--- config.mk ---
export PLATFORM = sky130hd
export DESIGN_NAME = pos_link_rx_flat
export DESIGN_NICKNAME = d
export VERILOG_FILES = /design/src/rtl/pos_link_if.sv /design/src/rtl/pos_link_rx.sv /design/src/flat_wrapper.sv
export SDC_FILE = /design/constraint.sdc
export NUM_CORES = 1
export LEC_CHECK = 0
export BUFFER_PORTS_ARGS = -buffer_cell sky130_fd_sc_hd__buf_2
export CAP_MARGIN = 20
export CORE_MARGIN = 1.5
export CORE_UTILIZATION = 40
export CTS_CLUSTER_DIAMETER = 50
export DETAILED_ROUTE_END_ITERATION = 8
export PLACE_DENSITY = 0.64
export SYNTH_ARGS = -nofsm -noshare
export SYNTH_HDL_FRONTEND = slang
export SYNTH_SLANG_ARGS = --single-unit
export TNS_END_PERCENT = 20
--- constraint.sdc ---
create_clock -name clk65MHz -period 3.3 [get_ports clk65MHz]
set_input_delay 0.33 -clock clk65MHz [delete_from_list [all_inputs] [get_ports clk65MHz]]
set_output_delay 0.33 -clock clk65MHz [all_outputs]
set_load 0.02 [all_outputs]
--- src/rtl/pos_link_if.sv ---
// Racket-position link signals: serial line in, validated position and status out.
// master = receiver driving the position outputs, slave = line driver / position consumer.
interface pos_link_if;
   logic       rx;
   logic [9:0] input_pos;
   logic       pos_valid;
   logic       frame_err;
   logic       link_up;

   modport master (input rx, output input_pos, pos_valid, frame_err, link_up);
   modport slave  (output rx, input input_pos, pos_valid, frame_err, link_up);
endinterface

--- src/rtl/pos_link_rx.sv ---
// Receiver for the two-board racket link: 2-byte UART frames -> validated 10-bit Y position.
// Optional link timeout built only when PLINK_TIMEOUT_EN is defined.
//
// bit FSM state | meaning
// S_IDLE        | line idle, waiting for a falling edge
// S_START       | half a bit in, confirming the start bit
// S_DATA        | sampling 8 data bits, LSB first
// S_STOP        | sampling the stop bit
// S_BREAK       | low stop bit seen, waiting for the line to return high
//
// byte FSM state | meaning
// B_WAIT_HI      | expecting {1,00,pos[9:5]}
// B_WAIT_LO      | high part held, expecting {0,00,pos[4:0]}
module pos_link_rx #(
   parameter int         CLKS_PER_BIT = 564,
   parameter logic [9:0] DEFAULT_POS  = 10'd344
`ifdef PLINK_TIMEOUT_EN
   ,
   parameter int         TIMEOUT_CLKS = 6_500_000
`endif
) (
   input logic        clk65MHz,
   input logic        rst_n,
   pos_link_if.master link
);

   localparam int CW = (CLKS_PER_BIT > 2) ? $clog2(CLKS_PER_BIT) : 1;
   localparam logic [CW-1:0] HALF_LOAD = CW'(CLKS_PER_BIT / 2 - 1);
   localparam logic [CW-1:0] BIT_LOAD  = CW'(CLKS_PER_BIT - 1);

   localparam logic [2:0] S_IDLE  = 3'd0;
   localparam logic [2:0] S_START = 3'd1;
   localparam logic [2:0] S_DATA  = 3'd2;
   localparam logic [2:0] S_STOP  = 3'd3;
   localparam logic [2:0] S_BREAK = 3'd4;

   localparam logic [0:0] B_WAIT_HI = 1'b0;
   localparam logic [0:0] B_WAIT_LO = 1'b1;

   logic          rx_m, rx_s, rx_d;
   logic [2:0]    bit_st;
   logic [CW-1:0] bit_cnt;
   logic [2:0]    bit_idx;
   logic [7:0]    shreg;
   logic          byte_done, stop_err;
   logic          hi_form, lo_form, pos_load;
   logic [0:0]    byte_st;
   logic [4:0]    hi_reg;
   logic [9:0]    pos_q;
   logic          valid_q, err_q, link_q;

   // rx_d only feeds the falling-edge detector; it resets high like the synchroniser
   always_ff @(posedge clk65MHz or negedge rst_n) begin
      if (!rst_n) begin
         rx_m <= 1'b1;
         rx_s <= 1'b1;
         rx_d <= 1'b1;
      end else begin
         rx_m <= link.rx;
         rx_s <= rx_m;
         rx_d <= rx_s;
      end
   end

   always_ff @(posedge clk65MHz or negedge rst_n) begin
      if (!rst_n) begin
         bit_st  <= S_IDLE;
         bit_cnt <= '0;
         bit_idx <= '0;
         shreg   <= '0;
      end else begin
         case (bit_st)
            S_IDLE: begin
               if (rx_d && !rx_s) begin
                  bit_st  <= S_START;
                  bit_cnt <= HALF_LOAD;
               end
            end
            S_START: begin
               if (bit_cnt == '0) begin
                  if (!rx_s) begin
                     bit_st  <= S_DATA;
                     bit_cnt <= BIT_LOAD;
                     bit_idx <= '0;
                  end else begin
                     bit_st <= S_IDLE;
                  end
               end else begin
                  bit_cnt <= bit_cnt - CW'(1);
               end
            end
            S_DATA: begin
               if (bit_cnt == '0) begin
                  shreg   <= {rx_s, shreg[7:1]};
                  bit_cnt <= BIT_LOAD;
                  if (bit_idx == 3'd7) bit_st <= S_STOP;
                  else bit_idx <= bit_idx + 3'd1;
               end else begin
                  bit_cnt <= bit_cnt - CW'(1);
               end
            end
            S_STOP: begin
               if (bit_cnt == '0) bit_st <= rx_s ? S_IDLE : S_BREAK;
               else bit_cnt <= bit_cnt - CW'(1);
            end
            S_BREAK: begin
               if (rx_s) bit_st <= S_IDLE;
            end
            default: bit_st <= S_IDLE;
         endcase
      end
   end

   always_comb begin
      byte_done = (bit_st == S_STOP) && (bit_cnt == '0) && rx_s;
      stop_err  = (bit_st == S_STOP) && (bit_cnt == '0) && !rx_s;
      hi_form   = shreg[7] && (shreg[6:5] == 2'b00);
      lo_form   = !shreg[7] && (shreg[6:5] == 2'b00);
      pos_load  = byte_done && (byte_st == B_WAIT_LO) && lo_form;
   end

`ifdef PLINK_TIMEOUT_EN
   localparam int TOW = $clog2(TIMEOUT_CLKS + 1);
   logic [TOW-1:0] to_cnt;
   logic           to_hit;

   // a frame error deliberately leaves the counter running
   always_ff @(posedge clk65MHz or negedge rst_n) begin
      if (!rst_n) to_cnt <= '0;
      else if (pos_load) to_cnt <= '0;
      else if (to_cnt != TOW'(TIMEOUT_CLKS)) to_cnt <= to_cnt + TOW'(1);
   end

   assign to_hit = (to_cnt == TOW'(TIMEOUT_CLKS - 1));
`endif

   always_ff @(posedge clk65MHz or negedge rst_n) begin
      if (!rst_n) begin
         byte_st <= B_WAIT_HI;
         hi_reg  <= '0;
         pos_q   <= DEFAULT_POS;
         valid_q <= 1'b0;
         err_q   <= 1'b0;
         link_q  <= 1'b0;
      end else begin
         valid_q <= 1'b0;
         err_q   <= stop_err;
         if (byte_done) begin
            case (byte_st)
               B_WAIT_HI: begin
                  if (hi_form) begin
                     hi_reg  <= shreg[4:0];
                     byte_st <= B_WAIT_LO;
                  end else begin
                     err_q <= 1'b1;
                  end
               end
               default: begin
                  if (lo_form) begin
                     byte_st <= B_WAIT_HI;
                  end else if (hi_form) begin
                     err_q  <= 1'b1;
                     hi_reg <= shreg[4:0];
                  end else begin
                     err_q   <= 1'b1;
                     byte_st <= B_WAIT_HI;
                  end
               end
            endcase
         end
         if (pos_load) begin
            pos_q   <= {hi_reg, shreg[4:0]};
            valid_q <= 1'b1;
            link_q  <= 1'b1;
         end
`ifdef PLINK_TIMEOUT_EN
         else if (to_hit) begin
            pos_q  <= DEFAULT_POS;
            link_q <= 1'b0;
         end
`endif
      end
   end

   assign link.input_pos = pos_q;
   assign link.pos_valid = valid_q;
   assign link.frame_err = err_q;
   assign link.link_up   = link_q;

endmodule

--- src/flat_wrapper.sv ---
// flat-port wrapper written by rule: the top's interface ports become plain ports
module pos_link_rx_flat 
#(
   parameter int         CLKS_PER_BIT = 564,
   parameter logic [9:0] DEFAULT_POS  = 10'd344

)
  (clk65MHz, rst_n, link_rx, link_input_pos, link_pos_valid, link_frame_err, link_link_up);
  pos_link_if link_i ();
  input logic clk65MHz;
  input logic rst_n;
  input wire logic [$bits(link_i.rx)-1:0] link_rx;
  output wire logic [$bits(link_i.input_pos)-1:0] link_input_pos;
  output wire logic [$bits(link_i.pos_valid)-1:0] link_pos_valid;
  output wire logic [$bits(link_i.frame_err)-1:0] link_frame_err;
  output wire logic [$bits(link_i.link_up)-1:0] link_link_up;
  assign link_i.rx = link_rx;
  assign link_input_pos = link_i.input_pos;
  assign link_pos_valid = link_i.pos_valid;
  assign link_frame_err = link_i.frame_err;
  assign link_link_up = link_i.link_up;
  pos_link_rx #(.CLKS_PER_BIT(CLKS_PER_BIT), .DEFAULT_POS(DEFAULT_POS)) u_core (.clk65MHz(clk65MHz), .rst_n(rst_n), .link(link_i));
endmodule
==> results_dict.tcl, run 1 <==
set metrics [dict create \
    status "finished, final reports clean" \
    crit_type "reg -> reg" \
    setup_viol 0 \
    drc 0 \
    io_buffers 15 \
    fillers 493 \
    grt_use_met3_pct 3.33 \
    hp-start "link_rx" \
    initialDrtViolationCount 80 \
    critPathRequiredTime_ps 3490 \
    wl_um 4090 \
    synth-adder-area-share_pct 1.71 \
    rsz0062_at_grt "false" \
    yosysTopAreaCell "dfrtp_1" \
    cp_cell_sequence "inv_1 > ha_1 > or4b_4 > or4_4 > or3_1 > mux2_4" \
    antenna_cells 0 \
    synth_top_area_share_pct 44.4 \
    multi_input_area_um2 941 \
    routed_via_density 5.51 \
    use_met2_pct 23.2 \
    ir_drop_v 0.000275 \
    antenna_found_initial 0 \
    fin_crit_sh_pct 84.4 \
    cts_resized 0 \
    synthFlopType "dfrtp_1" \
    yosysMostFrequentCell "dfrtp_1" \
    synth_area_per_cell_um2 12.0 \
    cts_buffers 5 \
    synth_mux_area_share_pct 14.1 \
    synth_seq_cells 46 \
    mappedNetlistArea_mm2 0.00220 \
    synthCells 183 \
    power.leakage_nw 1.17 \
    synthSimpleGateAreaFrac_pct 14.0 \
    arrival_ps 2970 \
    drv_slew 0 \
    cts-hold-fix-buffers 0 \
    grt_max_degree 47 \
    grt_pass1_wl_um 7240 \
    finalHoldViolCount 0 \
    synth.area.top_cells "dfrtp_1 44%, mux2_2 9.7%, dfstp_2 8.4%" \
    worstMarginPinSlew_ps 680 \
    synth_edf_count 0 \
    clock_latency_ps 300 \
    met1_usage_pct 20.9 \
    tritoncts "yes" \
    ant_nets 0 \
    power_density_mw_per_mm2 596 \
    asyncSetResetFlopFracSynth_pct 100 \
    htree_levels 2 \
    skew_ps 1.86 \
    routabilityCongestion 0.840 \
    nets 207 \
    path_clk_slew_ps 80 \
    fin_crit_ps 2780 \
    ys_seq_area_share_pct 52.8 \
    synth_xor_area_share_pct 0.399 \
    yosys_warnings 0 \
    crit_start "u_core.bit_cnt[0]" \
    startpoint_type "flop" \
    vias 1498 \
    firstDrtPassIters 4 \
    fin_setup_tns_ps 0 \
    syn-num-nets 189 \
    syn_to_final_growth_pct 12.1 \
    yosys-top-cells-count "39 x dfrtp_1, 19 x mux2_2, 9 x a21oi_1, 9 x nor2_1, 8 x inv_1" \
    synthDistinctLibCells 49 \
    fp.dieW_um 77.1 \
    die-area_mm2 0.00595 \
    hpwl_um 2750 \
    cpPeakStageDelay_ps 600 \
    total_power_mw 1.47 \
    clockRootBuffer "clkbuf_8" \
    path_max_fanout 6 \
    hold_path.class "in -> reg" \
    fmax_ghz 0.359 \
    grt_pass1_vias 1521 \
    gr-usage-all-layers_pct 15.2 \
    overflow 0 \
    pin_count 16 \
    grt.busiest_layer "met2" \
    cts.sinks 46 \
    timing.rr.start "u_core.bit_cnt[0]" \
    layout-drive-gt1-share_pct 32.2 \
    rows 26 \
    maxSlewHeadroom_pct 54.3 \
    drv_cap 0 \
    synth_top_family_by_area "multiplexers" \
    wl_per_cell_um 15.0 \
    crit_slowest_cell "or4_4" \
    die_h_um 77.1 \
    postCtsSetupBuffers 0 \
    synth_compound_area_share_pct 12.6 \
    seq_area_mm2 0.00116 \
    core-area_mm2 0.00520 \
    start_util_pct 42.2 \
    cp-end-kind "flop" \
    clockBufferDepth 2 \
]
-- critical path, delay by kind of cell, from the launching register on --
kind / cells / cell delay [ps]
buffers and inverters: 1 / 80
AND/OR/NAND/NOR: 3 / 1590
multiplexers: 1 / 360
flip-flops: 1 / 400
adder cells (fa/ha/maj): 1 / 250
-- layer usage --
layer / up-vias / share of wire, %
li1: 718 / -
met2: 42 / 46
met4: 0 / 2.0
met1: 729 / 48
met3: 9 / 4.2
met5: - / 0
-- placed cells by master, fill, tap and decap left out, types with 4 or more instances in the layout --
master / netlist / layout
a211oi_1: 4 / 4
a21oi_1: 9 / 9
a31oi_1: 4 / 4
buf_2: 1 / 15
buf_4: 1 / 4
clkbuf_8: 0 / 5
dfrtp_1: 39 / 39
dfstp_2: 7 / 7
inv_1: 8 / 8
mux2_2: 19 / 19
mux2_4: 5 / 5
nand2_1: 5 / 5
nand2b_1: 4 / 4
nand3_1: 4 / 4
nand4_1: 6 / 6
nor2_1: 9 / 9
o21ai_0: 5 / 5
or3_1: 5 / 5
-- final cells by class --
type / count / area share, %
well taps: 70 / 3.56
clock buffers: 6 / 2.95
multi-input cells: 119 / 38.2
clock inverters: 2 / 1.52
inverters: 8 / 1.22
flip-flops and latches: 46 / 47.1
repair buffers: 21 / 5.49
-- kinds of logic after synthesis --
logic type               Yosys count
adder cells (fa/ha/maj)            3
AO/OA/AOI/OAI                     40
flip-flops                        46
XOR/XNOR                           1
multiplexers                      26
AND/OR/NAND/NOR                   49
buffers and inverters             18
-- power by group --
| part | leakage (nW) | switching, mW | internal (mW) | total [mW] |
|---|---|---|---|---|
| registers | 0.593 | 0.111 | 0.633 | 0.745 |
| clock network | 0.0514 | 0.188 | 0.226 | 0.414 |
| logic | 0.524 | 0.163 | 0.146 | 0.310 |
-- through the flow --
| stage | area [um^2] | setup slack (ps) | hold slack [ps] | std cells | utilization [%] |
|---|---|---|---|---|---|
| global route | 2460 | 413 | 105 | 272 | 47.3 |
| global placement | 2320 | 590 | 347 | 262 | 44.6 |
| detailed placement | 2320 | 525 | 349 | 262 | 44.6 |
| finish | 2460 | 515 | 122 | 272 | 47.3 |
| floorplan | 2200 | 667 | 34.4 | 183 | - |
| CTS | 2430 | 500 | 116 | 270 | 46.8 |
-- final timing paths --
kind / slack [ps] / end / cells past startpoint
max: 520 / u_core.hi_reg[3] / 6
min: 120 / u_core.rx_m / 1
max reg2reg: 520 / u_core.hi_reg[3] / 6
min reg2reg: 360 / u_core.rx_s / 0
max in group asynchronous: 2410 / u_core.rx_d / 3
min in group asynchronous: 400 / u_core.shreg[3] / 2
Power figures use the tool's default switching activity.
==> run 2: changes to the inputs <==
--- a/config.mk
+++ b/config.mk
@@ -11,7 +11,7 @@
 export CORE_UTILIZATION = 40
 export CTS_CLUSTER_DIAMETER = 50
 export DETAILED_ROUTE_END_ITERATION = 8
-export PLACE_DENSITY = 0.64
+export PLACE_DENSITY = 0.66
 export SYNTH_ARGS = -nofsm -noshare
 export SYNTH_HDL_FRONTEND = slang
 export SYNTH_SLANG_ARGS = --single-unit
==> constraint.sdc (replaced) <==
create_clock -name clk65MHz -period 2.4 [get_ports clk65MHz]
set_input_delay 0.24 -clock clk65MHz [delete_from_list [all_inputs] [get_ports clk65MHz]]
set_output_delay 0.24 -clock clk65MHz [all_outputs]
set_load 0.02 [all_outputs]
==> results_dict.tcl, run 2 (same netlist as run 1, synthesis figures left out) <==
set metrics [dict create \
    status "finished, violations left" \
    violations "negative setup slack" \
    initialDrtViolationCount 138 \
    rows 26 \
    antenna_cells 0 \
    gr-usage-all-layers_pct 15.4 \
    routed-wl-met2_um 1930 \
    overflow 0 \
    start_util_pct 42.2 \
    hold_path.class "in -> reg" \
    core-area_mm2 0.00520 \
    drc 0 \
    clockBufferDepth 2 \
    nets 227 \
    htree_levels 2 \
    fmax_ghz 0.401 \
    arrival_ps 2680 \
    clock_latency_ps 300 \
    hpwl_um 3020 \
    cp-end-kind "flop" \
    clockRootBuffer "clkbuf_8" \
    antenna_found_initial 0 \
    grt_pass1_vias 1503 \
    grt_pass1_wl_um 7220 \
    routed_via_density 5.38 \
    post-route-util_pct 50.5 \
    fp.dieW_um 77.1 \
    tritoncts "yes" \
    wl_met1_um 2090 \
    fin_ws_ps -90.7 \
    die_h_um 77.1 \
    drv_slew 0 \
    cp_cell_sequence "inv_2 > ha_4 > or4b_4 > or4_4 > nor4b_4 > buf_12 > mux2_4" \
    mostFrequentLayoutCells "39 x dfrtp_1, 25 x buf_4, 15 x buf_2, 13 x mux2_2, 11 x mux2_4" \
    final_area_mm2 0.00263 \
    fin_crit_ps 2490 \
    fin_crit_sh_pct 104 \
    cts.sinks 46 \
    wl_met3_um 174 \
    die-area_mm2 0.00595 \
    ir_drop_v 0.000489 \
    syn_to_final_growth_pct 19.6 \
    vias 1570 \
    worstMarginPinSlew_ps 961 \
    routed.top_layer "met4" \
    power_density_mw_per_mm2 804 \
    rsz0062_at_grt "true" \
    crit_type "reg -> reg" \
    wl_per_cell_um 14.6 \
    path_clk_slew_ps 90 \
    ant_nets 0 \
    startpoint_type "flop" \
    pin_count 16 \
    finalHoldViolCount 0 \
    routabilityCongestion 0.886 \
    setup_viol 15 \
    fillers 474 \
    firstDrtPassIters 4 \
    io_buffers 15 \
    maxSlewHeadroom_pct 36.0 \
    grt_max_degree 46 \
    path_max_fanout 11 \
    pre_cts_slack_ps -164 \
    power.leakage_nw 1.27 \
    crit_slowest_cell "or4_4" \
    layout_commonest_cell "dfrtp_1" \
    skew_ps 5.42 \
    wl_um 4260 \
    placed_area_mm2 0.00251 \
    cts_buffers 5 \
    drv_cap 0 \
    cpPeakStageDelay_ps 560 \
    layout-drive-gt1-share_pct 41.0 \
    critPathRequiredTime_ps 2590 \
]
run 2: cell type report:
class                      instances  area [um^2]  area share, %
clock buffer                       5         68.8           2.62
timing repair buffer              41          283           10.8
multi-input combinational        119          981           37.3
clock inverter                     3         18.8          0.714
inverter                           8         30.0           1.14
sequential                        46         1160           44.1
tap                               70         87.6           3.33
run 2: power breakdown:
group	total (mW)	leakage, nW	internal, mW	switching (mW)
sequential	0.936	0.593	0.871	0.0650
clock	0.477	0.0483	0.205	0.272
combinational	0.699	0.626	0.345	0.354
run 2: routing by layer:
metal | global-route usage (%) | up-vias
met3 | 4.17 | 7
met2 | 23.2 | 35
met4 | 6.36 | 0
li1 | - | 766
met5 | 0 | -
met1 | 20.8 | 762
run 2: worst max-delay path, delay by kind of cell (launching register included):
kind                     cells  cell delay (ps)
flip-flops                   1              400
AND/OR/NAND/NOR              3             1290
buffers and inverters        2              260
adder cells (fa/ha/maj)      1              120
multiplexers                 1              300
run 2: final timing paths:
path | slack (ps) | endpoint | depth (start not counted) | from
min in group asynchronous | 90 | u_core.hi_reg[3] | 1 | rst_n
max in group asynchronous | 1630 | u_core.rx_s | 2 | rst_n
worst max-delay path | -90 | u_core.link.input_pos[2] | 7 | u_core.bit_cnt[0]
worst min-delay path | 30 | u_core.rx_m | 1 | link_rx
worst max register to register | -90 | u_core.link.input_pos[2] | 7 | u_core.bit_cnt[0]
worst min register to register | 360 | u_core.rx_s | 0 | u_core.rx_m
run 2: through the flow:
| stage | instances | hold WS (ps) | TNS [ps] | total power [mW] |
|---|---|---|---|---|
| floorplan | 183 | -55.6 | -1730 | 1.36 |
| global placement | 281 | 346 | -1370 | 1.61 |
| detailed placement | 281 | 346 | -1970 | 1.62 |
| CTS | 292 | 20.1 | -1890 | 2.12 |
| global route | 292 | 8.85 | -1940 | 2.25 |
| finish | 292 | 29.1 | -984 | 2.11 |
run 2: what timing repair did:
action,in CTS,in global routing
setup buffers,3,0
resized for setup,2,1
pin swaps,1,2
hold buffers,0,0
hold endpoints to repair,0,0
setup endpoints to repair,15,17
